### config.mk
export PLATFORM = sky130hd
export DESIGN_NAME = noc_vc_tx_arbiter
export DESIGN_NICKNAME = d
export VERILOG_FILES = /design/src/rtl/noc_vc_tx_arbiter.sv
export SDC_FILE = /design/constraint.sdc
export NUM_CORES = 1
export LEC_CHECK = 0
export BUFFER_PORTS_ARGS = -buffer_cell sky130_fd_sc_hd__buf_2
export CAP_MARGIN = 20
export CELL_PAD_IN_SITES_DETAIL_PLACEMENT = 1
export CELL_PAD_IN_SITES_GLOBAL_PLACEMENT = 1
export CORE_ASPECT_RATIO = 0.9
export CORE_MARGIN = 2
export CORE_UTILIZATION = 35
export CTS_BUF_LIST = sky130_fd_sc_hd__clkbuf_2 sky130_fd_sc_hd__clkbuf_4 sky130_fd_sc_hd__clkbuf_8
export DETAILED_ROUTE_END_ITERATION = 7
export PLACE_DENSITY = 0.95
export SYNTH_ARGS = -nofsm -noshare
export SYNTH_HDL_FRONTEND = slang
export SYNTH_SLANG_ARGS = --single-unit
### constraint.sdc
create_clock -name clk -period 4.15 [get_ports clk]
set_clock_uncertainty 0.15 [all_clocks]
set_input_delay 0.415 -clock clk [delete_from_list [all_inputs] [get_ports clk]]
set_output_delay 0.415 -clock clk [all_outputs]
set_load 0.01 [all_outputs]
### src/rtl/noc_vc_tx_arbiter.sv
// Round-robin, VC-aware arbiter feeding one credit_bp_tx input port through a
// single output register that holds its flit until the target VC is free.
module noc_vc_tx_arbiter #(
  parameter int N_REQ = 4,
  parameter int D_W   = 8,
  parameter int A_W   = 8,
  parameter int VC_W  = 2
) (
  input  logic                             clk,
  input  logic                             rst,
  input  logic [N_REQ-1:0]                 req_v,
  input  logic [N_REQ*$clog2(VC_W)-1:0]    req_vc,
  input  logic [N_REQ*(A_W+D_W+1)-1:0]     req_d,
  output logic [N_REQ-1:0]                 req_ready,
  output logic [VC_W-1:0]                  o_v,
  output logic [A_W+D_W:0]                 o_d,
  input  logic [VC_W-1:0]                  i_b,
  output logic [$clog2(N_REQ)-1:0]         o_src,
  output logic [31:0]                      xfer_cnt
);

  localparam int VCI_W = $clog2(VC_W);
  localparam int SRC_W = $clog2(N_REQ);
  localparam int F_W   = A_W + D_W + 1;

  // Handshake: requester i hands over its flit in the cycle where
  // req_v[i] && req_ready[i]; the downstream port takes the held flit in the
  // cycle where o_v[vc] && !i_b[vc]. req_ready never depends on itself.
  typedef enum logic {EMPTY = 1'b0, FULL = 1'b1} state_t;

  state_t           r_state;
  state_t           w_state_nxt;
  logic [VCI_W-1:0] r_vc;
  logic [F_W-1:0]   r_d;
  logic [SRC_W-1:0] r_src;
  logic [SRC_W-1:0] r_last;
  logic [31:0]      r_xfer_cnt;

  logic [VCI_W-1:0] w_req_vc [N_REQ];
  logic [SRC_W-1:0] w_cand   [N_REQ];
  logic [N_REQ-1:0] w_pref;
  logic [N_REQ-1:0] w_elig;
  logic [SRC_W-1:0] w_winner;
  logic             w_found;
  logic             w_accept;
  logic             w_load_en;
  logic             w_grant;

  always_comb begin
    for (int i = 0; i < N_REQ; i++) begin
      w_req_vc[i] = req_vc[i*VCI_W +: VCI_W];
      w_pref[i]   = req_v[i] && !i_b[w_req_vc[i]];
      w_cand[i]   = SRC_W'((int'(r_last) + i + 1) % N_REQ);
    end
  end

  // Fall back to plain req_v only when every valid requester targets a
  // backpressured VC, so a blocked VC never starves a free one.
  assign w_elig = (|w_pref) ? w_pref : req_v;

  always_comb begin
    w_found  = 1'b0;
    w_winner = '0;
    for (int k = 0; k < N_REQ; k++) begin
      if (!w_found && w_elig[w_cand[k]]) begin
        w_found  = 1'b1;
        w_winner = w_cand[k];
      end
    end
  end

  assign w_accept  = (r_state == FULL) && !i_b[r_vc];
  assign w_load_en = (r_state == EMPTY) || w_accept;
  assign w_grant   = w_load_en && w_found && !rst;

  always_comb begin
    w_state_nxt = r_state;
    if (w_load_en) begin
      w_state_nxt = w_grant ? FULL : EMPTY;
    end
  end

  always_ff @(posedge clk) begin
    if (rst) begin
      r_state    <= EMPTY;
      r_vc       <= '0;
      r_d        <= '0;
      r_src      <= '0;
      r_last     <= SRC_W'(N_REQ - 1);
      r_xfer_cnt <= '0;
    end else begin
      r_state <= w_state_nxt;
      if (w_grant) begin
        r_vc   <= w_req_vc[w_winner];
        r_d    <= req_d[w_winner*F_W +: F_W];
        r_src  <= w_winner;
        r_last <= w_winner;
      end
      if (w_accept) begin
        r_xfer_cnt <= r_xfer_cnt + 32'd1;
      end
    end
  end

  assign req_ready = w_grant ? (N_REQ'(1) << w_winner) : '0;
  assign o_v       = (r_state == FULL) ? (VC_W'(1) << r_vc) : '0;
  assign o_d       = r_d;
  assign o_src     = r_src;
  assign xfer_cnt  = r_xfer_cnt;

endmodule

=== Word-level counts from Yosys, hierarchy flattened ===
Cells that the tools add are included.

* Reductions and logical operators: 21
* Shifts and indexed selects: 3
* $mul: 1
* Mux-type cells: 33
* Add/sub/neg operators: 7
* Bitwise logic cells: 2
* Magnitude comparators: 10

{| class="wikitable"
|+ Operator list
! cell !! count
|-
| indexed part select 68 x 8 -> 17 bit || 1
|-
| adder 32 x 1 -> 32 bit (second input constant) || 1
|-
| two-way mux 1 bit || 21
|-
| < comparator 2 x 3 -> 1 bit (second input constant) || 4
|-
| binary-select mux 1 bit (select 2 bit) || 5
|-
| logical AND 1 bit || 10
|-
| < comparator 1 x 2 -> 1 bit (second input constant) || 5
|-
| two-way mux 2 bit || 5
|-
| logical NOT 1 bit || 9
|-
| adder 2 x 1 -> 2 bit (second input constant) || 4
|-
| two-way mux 4 bit || 2
|-
| multiplier 2 x 5 -> 7 bit (second input constant) || 1
|-
| adder 2 bit (second input constant) || 2
|-
| OR reduction 4 bit || 1
|-
| << shifter 1 x 2 -> 4 bit (first input constant) || 1
|-
| >= comparator 3 bit (second input constant) || 1
|-
| inverter 2 -> 3 bit || 1
|-
| << shifter 1 x 1 -> 2 bit (first input constant) || 1
|-
| logical OR 1 bit || 1
|-
| inverter 1 bit || 1
|}

* Flip-flop bits (word level): 55
* Word-level logic and storage cells: 83

=== Longest topological paths before layout ===
Gate-level depths: netlist of the first run.

* Depth after elaboration: 22
* Depth in mapped cells: 11

=== Least setup slack after synthesis of the first run ===
No wires, ideal clock.

* Kind: input port to output port
* Start: input i_b[1]
* End: output req_ready[2]
* Path buffers: 2
* Stages: 9
* Data arrival time: 2.067 ns
* Setup slack: 1.518 ns
* Cell sequence: buf_8 > or3b_1 > nor2_1 > a31oi_1 > a22o_1 > a221oi_1 > nand3_1 > clkbuf_1 > nor2_1

* Longest elaborated chain between the ends: 21
* Elaborated cells between the ends (all ways): 49

{| class="wikitable"
|+ RTL lines
! item !! line !! source
|-
| start: declaration || 17 || <nowiki>input logic [VC_W-1:0] i_b,</nowiki>
|-
| two-way mux 1 bit (implied by the code) (2 in series) || 52 || <nowiki>w_pref[i] = req_v[i] && !i_b[w_req_vc[i]];</nowiki>
|-
| logical NOT 1 bit || 52 ||
|-
| logical AND 1 bit || 52 ||
|-
| OR reduction 4 bit || 59 || <nowiki>assign w_elig = (|w_pref) ? w_pref : req_v;</nowiki>
|-
| two-way mux 4 bit || 59 ||
|-
| binary-select mux 1 bit (select 2 bit) || 65 || <nowiki>if (!w_found && w_elig[w_cand[k]]) begin</nowiki>
|-
| two-way mux 1 bit (implied by the code) || 65 ||
|-
| two-way mux 1 bit || 65 ||
|-
| [3 not listed] || -- ||
|-
| logical NOT 1 bit || 65 ||
|-
| logical AND 1 bit || 65 ||
|-
| two-way mux 1 bit || 65 ||
|-
| logical NOT 1 bit || 65 ||
|-
| logical AND 1 bit || 65 ||
|-
| two-way mux 1 bit || 65 ||
|-
| logical AND 1 bit (2 in series) || 74 || <nowiki>assign w_grant = w_load_en && w_found && !rst;</nowiki>
|-
| two-way mux 4 bit * || 105 || <nowiki>assign req_ready = w_grant ? (N_REQ'(1) << w_winner) : '0;</nowiki>
|-
| end: declaration || 14 || <nowiki>output logic [N_REQ-1:0] req_ready,</nowiki>
|}

Every way passes the cells marked *; elsewhere a longest branch is shown, timed or not. The select of a mux whose other input is x is not followed.

=== Worst setup path after layout of the first run ===
* Start: input req_v[2]
* End: output req_ready[0]

* Longest elaborated chain between the ends: 18
* Elaborated cells between the ends (all ways): 29

{| class="wikitable"
|+ RTL lines
! item !! line !! source
|-
| start: declaration || 11 || <nowiki>input logic [N_REQ-1:0] req_v,</nowiki>
|-
| logical AND 1 bit || 52 ||
|-
| OR reduction 4 bit || 59 ||
|-
| two-way mux 4 bit * || 59 ||
|-
| binary-select mux 1 bit (select 2 bit) || 65 ||
|-
| two-way mux 1 bit (implied by the code) || 65 ||
|-
| two-way mux 1 bit || 65 ||
|-
| logical NOT 1 bit || 65 ||
|-
| logical AND 1 bit || 65 ||
|-
| two-way mux 1 bit || 65 ||
|-
| logical NOT 1 bit || 65 ||
|-
| logical AND 1 bit || 65 ||
|-
| two-way mux 1 bit || 65 ||
|-
| logical NOT 1 bit || 65 ||
|-
| logical AND 1 bit || 65 ||
|-
| two-way mux 1 bit || 65 ||
|-
| logical AND 1 bit (2 in series) || 74 ||
|-
| two-way mux 4 bit * || 105 ||
|}

Marks and branches as above.

==> results of run 1 <==
[registers in the layout, summed over array words and instances (netlist names)]
signal and count:
xfer_cnt 32, o_src 2, r_vc 1, o_d 17, r_last 2, r_state 1
[tightest hold or removal path: cells and delay by family]
family                 cells  cell delay (ps)
muxes                      1               50
buffers and inverters      1               80
AOI/OAI and AO/OA          1              150
[cell type report]
| class | count | area [um^2] |
|---|---|---|
| Fill cell | 1014 | 4310 |
| Multi-Input combinational cell | 249 | 1680 |
| Sequential cell | 55 | 1100 |
| Timing Repair Buffer | 142 | 726 |
| Tap cell | 99 | 124 |
| Clock buffer | 7 | 90.1 |
| Inverter | 7 | 26.3 |
| Clock inverter | 1 | 8.76 |
[cells in the mapped netlist, types with 4 or more instances]
library cell	count	area, um^2
mux2i_1	40	400
xor2_1	21	184
nand2_1	38	143
clkbuf_1	7	26.3
inv_1	5	18.8
nor2_1	36	135
or3_1	5	31.3
nand4_1	8	50.1
dfxtp_1	55	1100
and3_1	7	43.8
nand3_1	8	40.0
xnor2_1	5	43.8
a31oi_1	5	31.3
and4_1	4	35.0
buf_2	4	20.0
buf_6	5	56.3
nor2b_1	4	25.0
nand2b_1	4	25.0
a21oi_1	9	45.0
o221ai_1	18	158
o21ai_1	5	25.0
[layer usage]
layer  vias to the layer above  track usage
li1                       1441            -
met2                        93        0.364
met5                         -            0
met1                      1369        0.211
met3                         6       0.0372
met4                         0       0.0502
[power groups by stage]
stage | Clock, mW | Combinational (mW) | Sequential (mW)
2_1_floorplan | 0 | 0.237 | 0.628
3_3_place_gp | 0 | 0.368 | 0.612
3_5_place_dp | 0 | 0.388 | 0.613
4_1_cts | 0.329 | 0.388 | 0.603
5_1_grt | 0.354 | 0.418 | 0.609
6_report | 0.316 | 0.383 | 0.603
[worst paths after layout]
| path | startpoint | end | slack, ps | cells past startpoint |
|---|---|---|---|---|
| worst max register to register | r_vc$_SDFFE_PP0P_ | xfer_cnt[27]$_SDFFE_PP0P_ | 1600 | 7 |
| worst min register to register | o_d[0]$_SDFFE_PP0P_ | o_d[0]$_SDFFE_PP0P_ | 330 | 2 |
| worst min-delay path | req_d[24] | o_d[7]$_SDFFE_PP0P_ | 270 | 3 |
| worst max-delay path | req_v[2] | req_ready[0] | 1060 | 10 |
[cells by family (layout without fill, tap and decap cells)]
family / count (synthesis) / after routing / share of synthesized area
xor gates and xnor gates: 26 / 26 / 0.0778
buffers and inverters: 25 / 157 / 0.0509
adders and majority gates: 1 / 1 / 0.00427
AOI/OAI and AO/OA: 59 / 59 / 0.152
and+or+nand+nor: 123 / 123 / 0.202
muxes: 40 / 40 / 0.137
DFF: 55 / 55 / 0.376
[layout by cell type, fill, tap and decap left out, types with 5 or more instances in the layout]
| master | n |
|---|---|
| clkbuf_8 | 6 |
| nand3_1 | 8 |
| a21oi_1 | 9 |
| o221ai_1 | 18 |
| and3_1 | 7 |
| xor2_1 | 21 |
| nand2_1 | 38 |
| xnor2_1 | 5 |
| inv_1 | 5 |
| mux2i_1 | 40 |
| buf_2 | 136 |
| nand4_1 | 8 |
| nor2_1 | 36 |
| dfxtp_1 | 55 |
| a31oi_1 | 5 |
| buf_4 | 6 |
| o21ai_1 | 5 |
| or3_1 | 5 |
[stage by stage]
stage / utilization / setup slack [ps] / total power [mW] / instances
after CTS: 0.466 / 1040 / 1.32 / 560
after detailed placement: 0.454 / 981 / 1.00 / 552
after global routing: 0.466 / 808 / 1.38 / 560
final: 0.466 / 1060 / 1.30 / 560
after floorplan: - / 1520 / 0.864 / 329
after global placement: 0.454 / 1160 / 0.981 / 552
==> results.json, run 1 <==
{
  "hold_class": "in2reg",
  "synth_nets": 410,
  "sw_frac_of_total": 0.314,
  "slowest_stage": "a21oi_4",
  "antenna_left": 0,
  "grt_max_degree": 38,
  "startpoint_type": "input pin",
  "cp_data_arrival_time_ps": 2530,
  "vias": 2909,
  "ys_types": 49,
  "drc": 0,
  "cts_tree": "built",
  "synthCells": 329,
  "final-hold-violation-count": 0,
  "antenna_cells": 0,
  "final_nets": 541,
  "finalSetupViolCount": 0,
  "endpoint_kind": "output pin",
  "cts.sinks": 55,
  "insertion_delay_ps": 300,
  "min_period_ps": 3090,
  "dr.first_iter.drc_count": 97,
  "rows": 31,
  "crit_type": "in2out",
  "comb_power_share": 0.294,
  "relSlewSlack": 0.481,
  "ys_seq_area_frac": 0.376,
  "dp_hpwl_mm": 6.81,
  "synthToLayoutAreaGrowth_pct": 28.5,
  "worst_pin_slew_ps": 778,
  "tns_ps": 0,
  "clock.fmax_mhz": 323,
  "drt_wl_total_mm": 8.54,
  "ctsHoldBuffers": 0,
  "ioPinCount": 137,
  "route.met2.wl_mm": 4.53,
  "numCtsBuffers": 5,
  "async_flop_share": 0,
  "track_usage": 0.191,
  "p_switching_mw": 0.409,
  "grt_overflow_total": 0,
  "period_share": 0.746,
  "synth_edf_count": 0,
  "drive_above_1_share": 0.341,
  "grt_pass1_wl_mm": 14.4,
  "viasPerCell": 5.19,
  "cap_violations": 0,
  "power_frac_seq": 0.463,
  "path_buf_inv": 3,
  "power_density_nw_per_um2": 346,
  "antenna_found_initial": 0,
  "crit_fanout": 17,
  "h-tree-depth": 2,
  "synth_seq_cells": 55,
  "finish.instance_area_um2": 3760,
  "die_w_um": 100,
  "wire_per_inst_um": 15.3,
  "grt_pass1_vias": 3096,
  "cp_cell_sequence": "buf_2 -> a22oi_1 -> or2_1 -> a41oi_1 -> o211ai_1 -> a32oi_1 -> a21oi_4 -> inv_2 -> nor2_1 -> buf_2",
  "root_buffer": "clkbuf_8",
  "slowest_delay_ps": 560,
  "first_pass_iters": 4,
  "holdWs_ps": 268,
  "die_h_um": 90.8,
  "numPortBuffers": 136,
  "post_cts_resized": 0,
  "highest_layer": "met4",
  "worstPathRequired_ps": 3590,
  "crit_family": "compound AO/OA/AOI/OAI gates",
  "cts_buffer_depth": 2,
  "avgSynthCellArea_um2": 8.90,
  "p_clk_frac": 0.243,
  "status": "complete, no violations",
  "dieArea_um2": 9110,
  "p_leak_nw": 1.80,
  "wl_met1_mm": 3.48,
  "internal_power_mw": 0.893,
  "gp_congestion": 0.800,
  "report.final.slew_viol_count": 0,
  "placed_area_um2": 3660,
  "core-area_um2": 8070,
  "netlist_area_um2": 2930,
  "start_util": 0.363,
  "peakVddDrop_v": 0.000149,
  "cp_common_cell": "buf_2",
  "wl_met3_um": 445,
  "ys.flop_type": "dfxtp_1",
  "rsz0062_at_grt": "false",
  "yosysWarnings": 0,
  "postCtsSetupBuffers": 0,
  "clkTransAtPathRegs_ps": 100
}
Power figures use the tool's default switching activity.
==> inputs of run 2 (changes only) <==
Settings changed: CORE_UTILIZATION 35 to 34, PLACE_DENSITY 0.95 to 0.93.
Clock period 4.15 ns to 3.2 ns, I/O delays scaled along.
==> results.json, run 2 (synthesized netlist as in run 1, its figures left out) <==
{
  "numPortBuffers": 136,
  "viasPerCell": 5.16,
  "vias": 3002,
  "wire_per_inst_um": 15.0,
  "grt_max_degree": 32,
  "clock.fmax_mhz": 338,
  "final-hold-violation-count": 0,
  "track_usage": 0.192,
  "period_share": 0.924,
  "ctsHoldBuffers": 0,
  "sw_frac_of_total": 0.294,
  "cp_cell_sequence": "buf_2 -> a22oi_1 -> or2_1 -> a41o_1 -> a31oi_1 -> a221oi_1 -> nand3_1 -> nor2_1 -> buf_2",
  "p_leak_nw": 1.82,
  "power_density_nw_per_um2": 475,
  "internal_power_mw": 1.29,
  "cp_data_arrival_time_ps": 2490,
  "grt_pass1_wl_mm": 14.6,
  "finalSetupViolCount": 0,
  "drive_above_1_share": 0.343,
  "report.final.slew_viol_count": 0,
  "grt_overflow_total": 0,
  "post_cts_resized": 0,
  "cts_tree": "built",
  "p_clk_frac": 0.296,
  "drt_wl_total_mm": 8.70,
  "root_buffer": "clkbuf_8",
  "gp_congestion": 0.815,
  "final_nets": 543,
  "p_switching_mw": 0.538,
  "relSlewSlack": 0.675,
  "die_w_um": 102,
  "first_pass_iters": 4,
  "comb_power_share": 0.278,
  "power_frac_seq": 0.426,
  "holdWs_ps": 179,
  "drc": 0,
  "die_h_um": 92.0,
  "startpoint_type": "input pin",
  "cp_common_cell": "buf_2",
  "hold_class": "in2reg",
  "crit_type": "in2out",
  "mostFrequentLayoutCells": "buf_2 (136), dfxtp_1 (55), mux2i_1 (40)",
  "antenna_cells": 0,
  "numCtsBuffers": 5,
  "crit_family": "compound AO/OA/AOI/OAI gates",
  "antenna_found_initial": 0,
  "crit_fanout": 6,
  "synthToLayoutAreaGrowth_pct": 31.6,
  "slowest_delay_ps": 480,
  "worst_pin_slew_ps": 488,
  "slowest_stage": "a221oi_1",
  "dieArea_um2": 9370,
  "dr.first_iter.drc_count": 70,
  "min_period_ps": 2960,
  "status": "complete, no violations",
  "path_buf_inv": 2,
  "peakVddDrop_v": 0.000253,
  "cts_buffer_depth": 2,
  "ioPinCount": 137,
  "cap_violations": 0,
  "rsz0062_at_grt": "false",
  "tns_ps": 0,
  "core-area_um2": 8450,
  "h-tree-depth": 2,
  "start_util": 0.346,
  "finalPower_mw": 1.83,
  "dp_hpwl_mm": 7.08,
  "final_common_cell": "buf_2",
  "endpoint_kind": "output pin",
  "antenna_left": 0,
  "cts.sinks": 55,
  "worstPathRequired_ps": 2730,
  "largest_reg_flops": 32,
  "grt_pass1_vias": 3170,
  "rows": 32,
  "postCtsSetupBuffers": 0,
  "clkTransAtPathRegs_ps": 100,
  "insertion_delay_ps": 310
}
-- run 2: cell type report --
class / instances / area, um^2
well taps: 119 / 149
flip-flops and latches: 55 / 1100
inverters: 7 / 26.3
multi-input cells: 249 / 1680
clock inverters: 3 / 67.6
repair buffers: 144 / 753
fillers: 1054 / 4600
clock buffers: 5 / 68.8
-- run 2: worst reg2reg max path: stages (launching register included) --
cell	delay, ps
dfxtp_1	410
mux2i_1	270
and2_1	300
and4_1	350
and3_1	230
nand4_2	250
or3_1	420
a21oi_1	150
-- run 2: path summary, 6_finish.rpt --
check                                    startpoint                        end  slack [ps]  cells after the start
worst min register to register  o_d[5]$_SDFFE_PP0P_        o_d[5]$_SDFFE_PP0P_         320                      2
worst max register to register    r_vc$_SDFFE_PP0P_  xfer_cnt[29]$_SDFFE_PP0P_         610                      7
worst min-delay path                      req_d[25]        o_d[8]$_SDFFE_PP0P_         180                      3
worst max-delay path                       req_v[2]               req_ready[2]         240                      9
-- run 2: through the flow --
step / utilization / instance area, um^2 / cells / setup slack (ps)
3_5_place_dp: 0.440 / 3710 / 574 / 229
4_1_cts: 0.456 / 3850 / 582 / 231
6_report: 0.456 / 3850 / 582 / 242
5_1_grt: 0.456 / 3850 / 582 / 59.0
2_1_floorplan: - / 2930 / 329 / 758
3_3_place_gp: 0.440 / 3710 / 574 / 437
-- run 2: routing by layer --
metal | vias up | share of wire | wire [um] | track usage
li1 | 1448 | - | - | -
met1 | 1428 | 0.40 | 3470 | 0.211
met2 | 107 | 0.52 | 4500 | 0.355
met3 | 19 | 0.059 | 513 | 0.0427
met4 | 0 | 0.025 | 214 | 0.0698
met5 | - | 0 | 0 | 0
-- run 2: power by group through the flow --
| stage | clock network [mW] | logic, mW | registers [mW] |
|---|---|---|---|
| 3_5_place_dp | 0 | 0.513 | 0.794 |
| 3_3_place_gp | 0 | 0.487 | 0.792 |
| 2_1_floorplan | 0 | 0.307 | 0.814 |
| 5_1_grt | 0.583 | 0.557 | 0.787 |
| 4_1_cts | 0.559 | 0.513 | 0.780 |
| 6_report | 0.540 | 0.508 | 0.779 |
